## src/rtl/wam_pkg.sv

```systemverilog
// Shared encodings and helpers for the whack-a-mole game sequencer.
package wam_pkg;

  typedef enum logic [1:0] {
    ST_IDLE  = 2'd0,
    ST_READY = 2'd1,
    ST_PLAY  = 2'd2,
    ST_OVER  = 2'd3
  } state_t;

  localparam logic [7:0] BCD_SAT  = 8'h99;
  localparam logic [3:0] HRDN_MAX = 4'd15;

  function automatic logic [3:0] popcnt8(input logic [7:0] v);
    logic [3:0] n;
    n = 4'd0;
    for (int i = 0; i < 8; i++) begin
      n = n + {3'd0, v[i]};
    end
    return n;
  endfunction

endpackage

```

## src/rtl/wam_bcd_acc.sv

```systemverilog
// Two-digit BCD accumulator: adds 0..8 per cycle, saturates at 99, sync clear wins.
// One cycle from i_add to o_val; no backpressure.
module wam_bcd_acc
  import wam_pkg::*;
(
  input  logic       clk,
  input  logic       clr_n,
  input  logic       i_clr,
  input  logic [3:0] i_add,
  output logic [7:0] o_val
);

  logic [7:0] r_val;
  logic [6:0] w_bin;
  logic [7:0] w_sum;
  logic [3:0] w_tens;
  logic [3:0] w_ones;
  logic [7:0] w_nxt;

  // Add in binary and convert back; the sum never exceeds 107 so 7 bits carry it.
  always_comb begin
    w_bin  = 7'(r_val[7:4]) * 7'd10 + 7'(r_val[3:0]);
    w_sum  = {1'b0, w_bin} + {4'd0, i_add};
    w_tens = 4'(w_sum[6:0] / 7'd10);
    w_ones = 4'(w_sum[6:0] % 7'd10);
    w_nxt  = (w_sum > 8'd99) ? BCD_SAT : {w_tens, w_ones};
  end

  always_ff @(posedge clk or negedge clr_n) begin
    if (!clr_n) begin
      r_val <= 8'h00;
    end else if (i_clr) begin
      r_val <= 8'h00;
    end else begin
      r_val <= w_nxt;
    end
  end

  assign o_val = r_val;

endmodule

```

## src/rtl/wam_ctl.sv

```systemverilog
// Round sequencer: IDLE/READY/PLAY/OVER, hit qualification, BCD score/miss, difficulty ramp.
// All outputs registered, one cycle from inputs; no backpressure (strobe/level inputs only).
module wam_ctl
  import wam_pkg::*;
#(
  parameter int GAME_SEC  = 30,
  parameter int READY_SEC = 3,
  parameter int LVL_STEP  = 10
) (
  input  logic       clk,
  input  logic       clr_n,
  input  logic       sec_tick,
  input  logic       start,
  input  logic [3:0] hrdn_sel,
  input  logic [7:0] keys,
  input  logic [7:0] holes,
  output logic       gen_clr,
  output logic [3:0] hrdn,
  output logic [7:0] hit_ok,
  output logic [7:0] score,
  output logic [7:0] miss,
  output logic [5:0] time_left,
  output logic [1:0] state
);

  localparam logic [5:0] READY_T = 6'(READY_SEC);
  localparam logic [5:0] GAME_T  = 6'(GAME_SEC);
  localparam logic [6:0] STEP_W  = 7'(LVL_STEP);

  state_t     r_state;
  logic [5:0] r_time;
  logic       r_gen_clr;
  logic [7:0] r_keys_q;
  logic [7:0] r_hit_ok;
  logic [3:0] r_base;
  logic [3:0] r_lvl;
  logic [6:0] r_lvl_cnt;
  logic [3:0] r_hrdn;

  logic       w_in_play;
  logic       w_play_end;
  logic       w_to_ready;
  logic [7:0] w_kedge;
  logic [7:0] w_acc;
  logic [7:0] w_bad;
  logic [3:0] w_acc_n;
  logic [3:0] w_bad_n;
  logic [6:0] w_lvl_sum;
  logic       w_lvl_wrap;
  logic [4:0] w_hsum;

  assign w_in_play  = (r_state == ST_PLAY);
  assign w_play_end = w_in_play && sec_tick && (r_time <= 6'd1);
  assign w_to_ready = ((r_state == ST_IDLE) || (r_state == ST_OVER)) && start;

  assign w_kedge = keys & ~r_keys_q;
  assign w_acc   = w_in_play ? (w_kedge & holes & ~r_hit_ok) : 8'h00;
  assign w_bad   = w_in_play ? (w_kedge & ~holes) : 8'h00;
  assign w_acc_n = popcnt8(w_acc);
  assign w_bad_n = popcnt8(w_bad);

  assign w_lvl_sum  = r_lvl_cnt + {3'd0, w_acc_n};
  assign w_lvl_wrap = (w_lvl_sum >= STEP_W);
  assign w_hsum     = {1'b0, r_base} + {1'b0, r_lvl};

  always_ff @(posedge clk or negedge clr_n) begin
    if (!clr_n) begin
      r_state   <= ST_IDLE;
      r_time    <= 6'd0;
      r_gen_clr <= 1'b1;
    end else begin
      case (r_state)
        ST_IDLE, ST_OVER: begin
          if (start) begin
            r_state <= ST_READY;
            r_time  <= READY_T;
          end
        end
        ST_READY: begin
          if (sec_tick) begin
            if (r_time <= 6'd1) begin
              r_state   <= ST_PLAY;
              r_time    <= GAME_T;
              r_gen_clr <= 1'b0;
            end else begin
              r_time <= r_time - 6'd1;
            end
          end
        end
        ST_PLAY: begin
          if (sec_tick) begin
            if (r_time <= 6'd1) begin
              r_state   <= ST_OVER;
              r_time    <= 6'd0;
              r_gen_clr <= 1'b1;
            end else begin
              r_time <= r_time - 6'd1;
            end
          end
        end
        default: begin
          r_state   <= ST_IDLE;
          r_gen_clr <= 1'b1;
        end
      endcase
    end
  end

  // hit_ok is forced to zero on the PLAY exit edge so OVER never shows stale hits.
  always_ff @(posedge clk or negedge clr_n) begin
    if (!clr_n) begin
      r_keys_q <= 8'h00;
      r_hit_ok <= 8'h00;
    end else begin
      r_keys_q <= keys;
      if (!w_in_play || w_play_end) begin
        r_hit_ok <= 8'h00;
      end else begin
        r_hit_ok <= (r_hit_ok & holes) | w_acc;
      end
    end
  end

  always_ff @(posedge clk or negedge clr_n) begin
    if (!clr_n) begin
      r_base    <= 4'd0;
      r_lvl     <= 4'd0;
      r_lvl_cnt <= 7'd0;
      r_hrdn    <= 4'd0;
    end else begin
      r_hrdn <= (w_hsum > {1'b0, HRDN_MAX}) ? HRDN_MAX : w_hsum[3:0];
      if (w_to_ready) begin
        r_base    <= hrdn_sel;
        r_lvl     <= 4'd0;
        r_lvl_cnt <= 7'd0;
      end else begin
        r_lvl_cnt <= w_lvl_sum % STEP_W;
        if (w_lvl_wrap && (r_lvl != 4'hF)) begin
          r_lvl <= r_lvl + 4'd1;
        end
      end
    end
  end

  wam_bcd_acc u_score (
    .clk   (clk),
    .clr_n (clr_n),
    .i_clr (w_to_ready),
    .i_add (w_acc_n),
    .o_val (score)
  );

  wam_bcd_acc u_miss (
    .clk   (clk),
    .clr_n (clr_n),
    .i_clr (w_to_ready),
    .i_add (w_bad_n),
    .o_val (miss)
  );

  assign gen_clr   = r_gen_clr;
  assign hrdn      = r_hrdn;
  assign hit_ok    = r_hit_ok;
  assign time_left = r_time;
  assign state     = r_state;

endmodule

```

## config.mk

```make
export PLATFORM = sky130hd
export DESIGN_NAME = wam_ctl
export DESIGN_NICKNAME = d
export VERILOG_FILES = /design/src/rtl/wam_pkg.sv /design/src/rtl/wam_bcd_acc.sv /design/src/rtl/wam_ctl.sv
export SDC_FILE = /design/constraint.sdc
export NUM_CORES = 1
export LEC_CHECK = 0
export ABC_AREA = 1
export CAP_MARGIN = 20
export CORE_ASPECT_RATIO = 1.25
export CORE_UTILIZATION = 40
export CTS_CLUSTER_SIZE = 25
export DETAILED_ROUTE_END_ITERATION = 12
export GPL_TIMING_DRIVEN = 0
export PLACE_DENSITY = 0.67
export SLEW_MARGIN = 25
export SYNTH_ARGS = -nofsm -noshare
export SYNTH_HDL_FRONTEND = slang
export SYNTH_SLANG_ARGS = --single-unit
```

## constraint.sdc

```tcl
create_clock -name clk -period 6.42 [get_ports clk]
set_input_delay 0.642 -clock clk [delete_from_list [all_inputs] [get_ports clk]]
set_output_delay 0.642 -clock clk [all_outputs]
set_load 0.03 [all_outputs]
```

==> impl_metrics.tcl <==
set metrics [dict create \
    syn_avg_cell_area_um2 7.613 \
    synthCells 636 \
    crit_family "adder cells" \
    rsz0062_at_grt "true" \
    crit_slowest_cell "fa_2" \
    netlist-cell-type-count 44 \
    grt_max_degree 38 \
    async_reset_ff_share_pct 100.0 \
    place.gp.congestion 0.8326 \
    path_max_fanout 5 \
    cts-root-buf "clkbuf_16" \
    timing.setup.tns_ps 0 \
    hpwl_um 8549 \
    drc 0 \
    design_area_mm2 0.006225 \
    clock_latency_ps 320 \
    die_area_mm2 0.01255 \
    worstPathRequired_ps 6640 \
    drt-initial-drc-count 111 \
    synth_ff_type "dfrtp_1" \
    slew_viol_final 0 \
    antenna_cells 0 \
    wirelength_um 11320 \
    numPortBuffers 60 \
    clock_skew_ps 4.641 \
    grt_use_total_pct 18.44 \
    syn_area_mm2 0.004842 \
    clk_pin_slew_ps 50 \
    critical_path.max_stage_delay_ps 560 \
    maxCapViolations 0 \
    cp.buffers_inverters 7 \
    yosys_warnings 0 \
    clock_path_buffers 2 \
    fin_nets 800 \
    rows 44 \
    fmax_mhz 161.6 \
    ys_ff_latch 60 \
    die_w_um 100.4 \
    relSlewSlack_pct 60.59 \
    crit_path_frequent_cell "nand2_2" \
    wl_per_cell_um 12.81 \
    cts_sinks 60 \
    dp_slack_ps -773.8 \
    grt_pass1_wl_um 18660 \
    drt_pass1_iterations 5 \
    antenna_found_initial 0 \
    cts_hold_buf 0 \
    io_pins 61 \
    grt-ovfl-total 0 \
    period_minus_slack_ps 6190 \
    ys_seq_area_share_pct 31.03 \
    synth_edf_count 0 \
    routed_via_density 4.930 \
    drive_gt1_share_pct 14.52 \
    critPathArrivalTime_ps 6410 \
    fin_crit_sh_pct 96.42 \
    setup_viol 0 \
    grt_pass1_vias 4247 \
    worstSetupPathType "in -> reg" \
    h-tree-depth 3 \
    status "finished clean" \
    die_h_um 125.0 \
    initial_core_util_pct 41.29 \
    placed_area_mm2 0.005669 \
    end_kind "flop" \
    cts_tree "built" \
    whs_ps 215.2 \
    setup_ws_ps 230.0 \
    hp-class "in -> async" \
    cp-start-kind "input port" \
    core_area_mm2 0.01173 \
    hold_viol_final 0 \
    cts_buffers 9 \
    worstMarginPinSlew_ps 586.9 \
    vias 4358 \
    area_growth_pct 28.55 \
    final_antenna_net_count 0 \
]
[cell type report]
cell class	instances	area, um2
plain buffers	3	21.27
clock buffers	13	260.3
clock inverters	2	10.01
fillers	1095	5502
inverters	116	442.9
multi-input cells	459	3097
flip-flops and latches	60	1504
well taps	161	201.4
repair buffers	70	688.2
[worst paths after layout]
check | start | end | slack [ps] | cells after the start
setup reg to reg | state[0] | u_score.o_val[3] | 290 | 39
min in group clk | r_base[3] | r_base[3] | 490 | 2
hold reg to reg | r_base[3] | r_base[3] | 490 | 2
hold / removal | clr_n | time_left[2] | 220 | 1
setup / recovery | keys[0] | u_score.o_val[3] | 230 | 36
max in group asynchronous | clr_n | gen_clr | 5630 | 2
[cells in the mapped netlist, drive strengths merged, types with 2 or more instances]
library cell	n	area (um2)
nand3	70	380.4
clkbuf	3	11.26
or2	2	15.02
xor2	20	190.2
o21ai	20	103.9
ha	41	513.0
nand4	13	81.33
nor2	39	151.4
xnor2	5	43.79
o21a	2	15.01
a211oi	5	37.54
nor3	7	35.03
o22ai	3	18.77
nand3b	5	37.54
clkinv	3	16.27
o211ai	3	27.52
nand2	171	706.9
fa	16	320.3
dfrtp	59	1476
inv	113	424.2
a21oi	24	131.4
and2	3	21.27
[metrics by stage]
step                cells  util [%]
floorplan             638         -
global placement      859     48.20
detailed placement    860     48.35
CTS                   880     51.64
global route          884     53.08
finish                884     53.08
[cell usage in the layout (no fill, tap or decap), types with 6 or more instances in the layout]
cell	instances
a21oi_1	21
buf_4	10
clkbuf_16	9
clkdlybuf4s50_1	58
dfrtp_1	58
fa_1	14
ha_1	37
inv_1	104
inv_2	8
nand2_1	139
nand2_2	25
nand2_4	7
nand3_1	62
nand3_2	6
nand4_1	13
nor2_1	36
o21ai_0	14
xor2_1	15
[flip-flops by register name, summed over array words and instances, names as in the netlist]
register / count
r_lvl: 4
gen_clr: 1
hrdn: 4
u_miss.o_val: 8
hit_ok: 8
state: 2
r_keys_q: 8
r_lvl_cnt: 7
u_score.o_val: 8
time_left: 6
r_base: 4
[worst register-to-register path, delay by kind of cell, from the launching register on]
kind	cells	cell delay [ps]
simple gates	22	2260
compound gates	1	130
buf+inv	8	470
fa+ha+maj	8	2760
flops	1	380
[cell families after synthesis]
family,Yosys count,synth area share [%]
simple gates,312,29.79
buf+inv,119,9.328
compound gates,62,7.726
flops,60,31.03
fa+ha+maj,57,17.21
xor+xnor,25,4.832
other cells,1,0.07745
[per-layer routing]
layer  global-route usage [%]  share of wire [%]  vias to the layer above
li1                         -                  -                     2201
met1                    22.28                 44                     2038
met2                    32.19                 50                      103
met3                    3.689                4.0                       16
met4                    6.564                2.1                        0
met5                        0                  0                        -
[timing repair]
item,CTS,global route
endpoints found under the setup margin,7,7
pin swaps,9,18
setup buffers,5,4
resized for setup,20,33
Power is left out: the tool's default activity adds up to more than one toggle a clock period on the data nets, which glitch-free logic cannot reach.
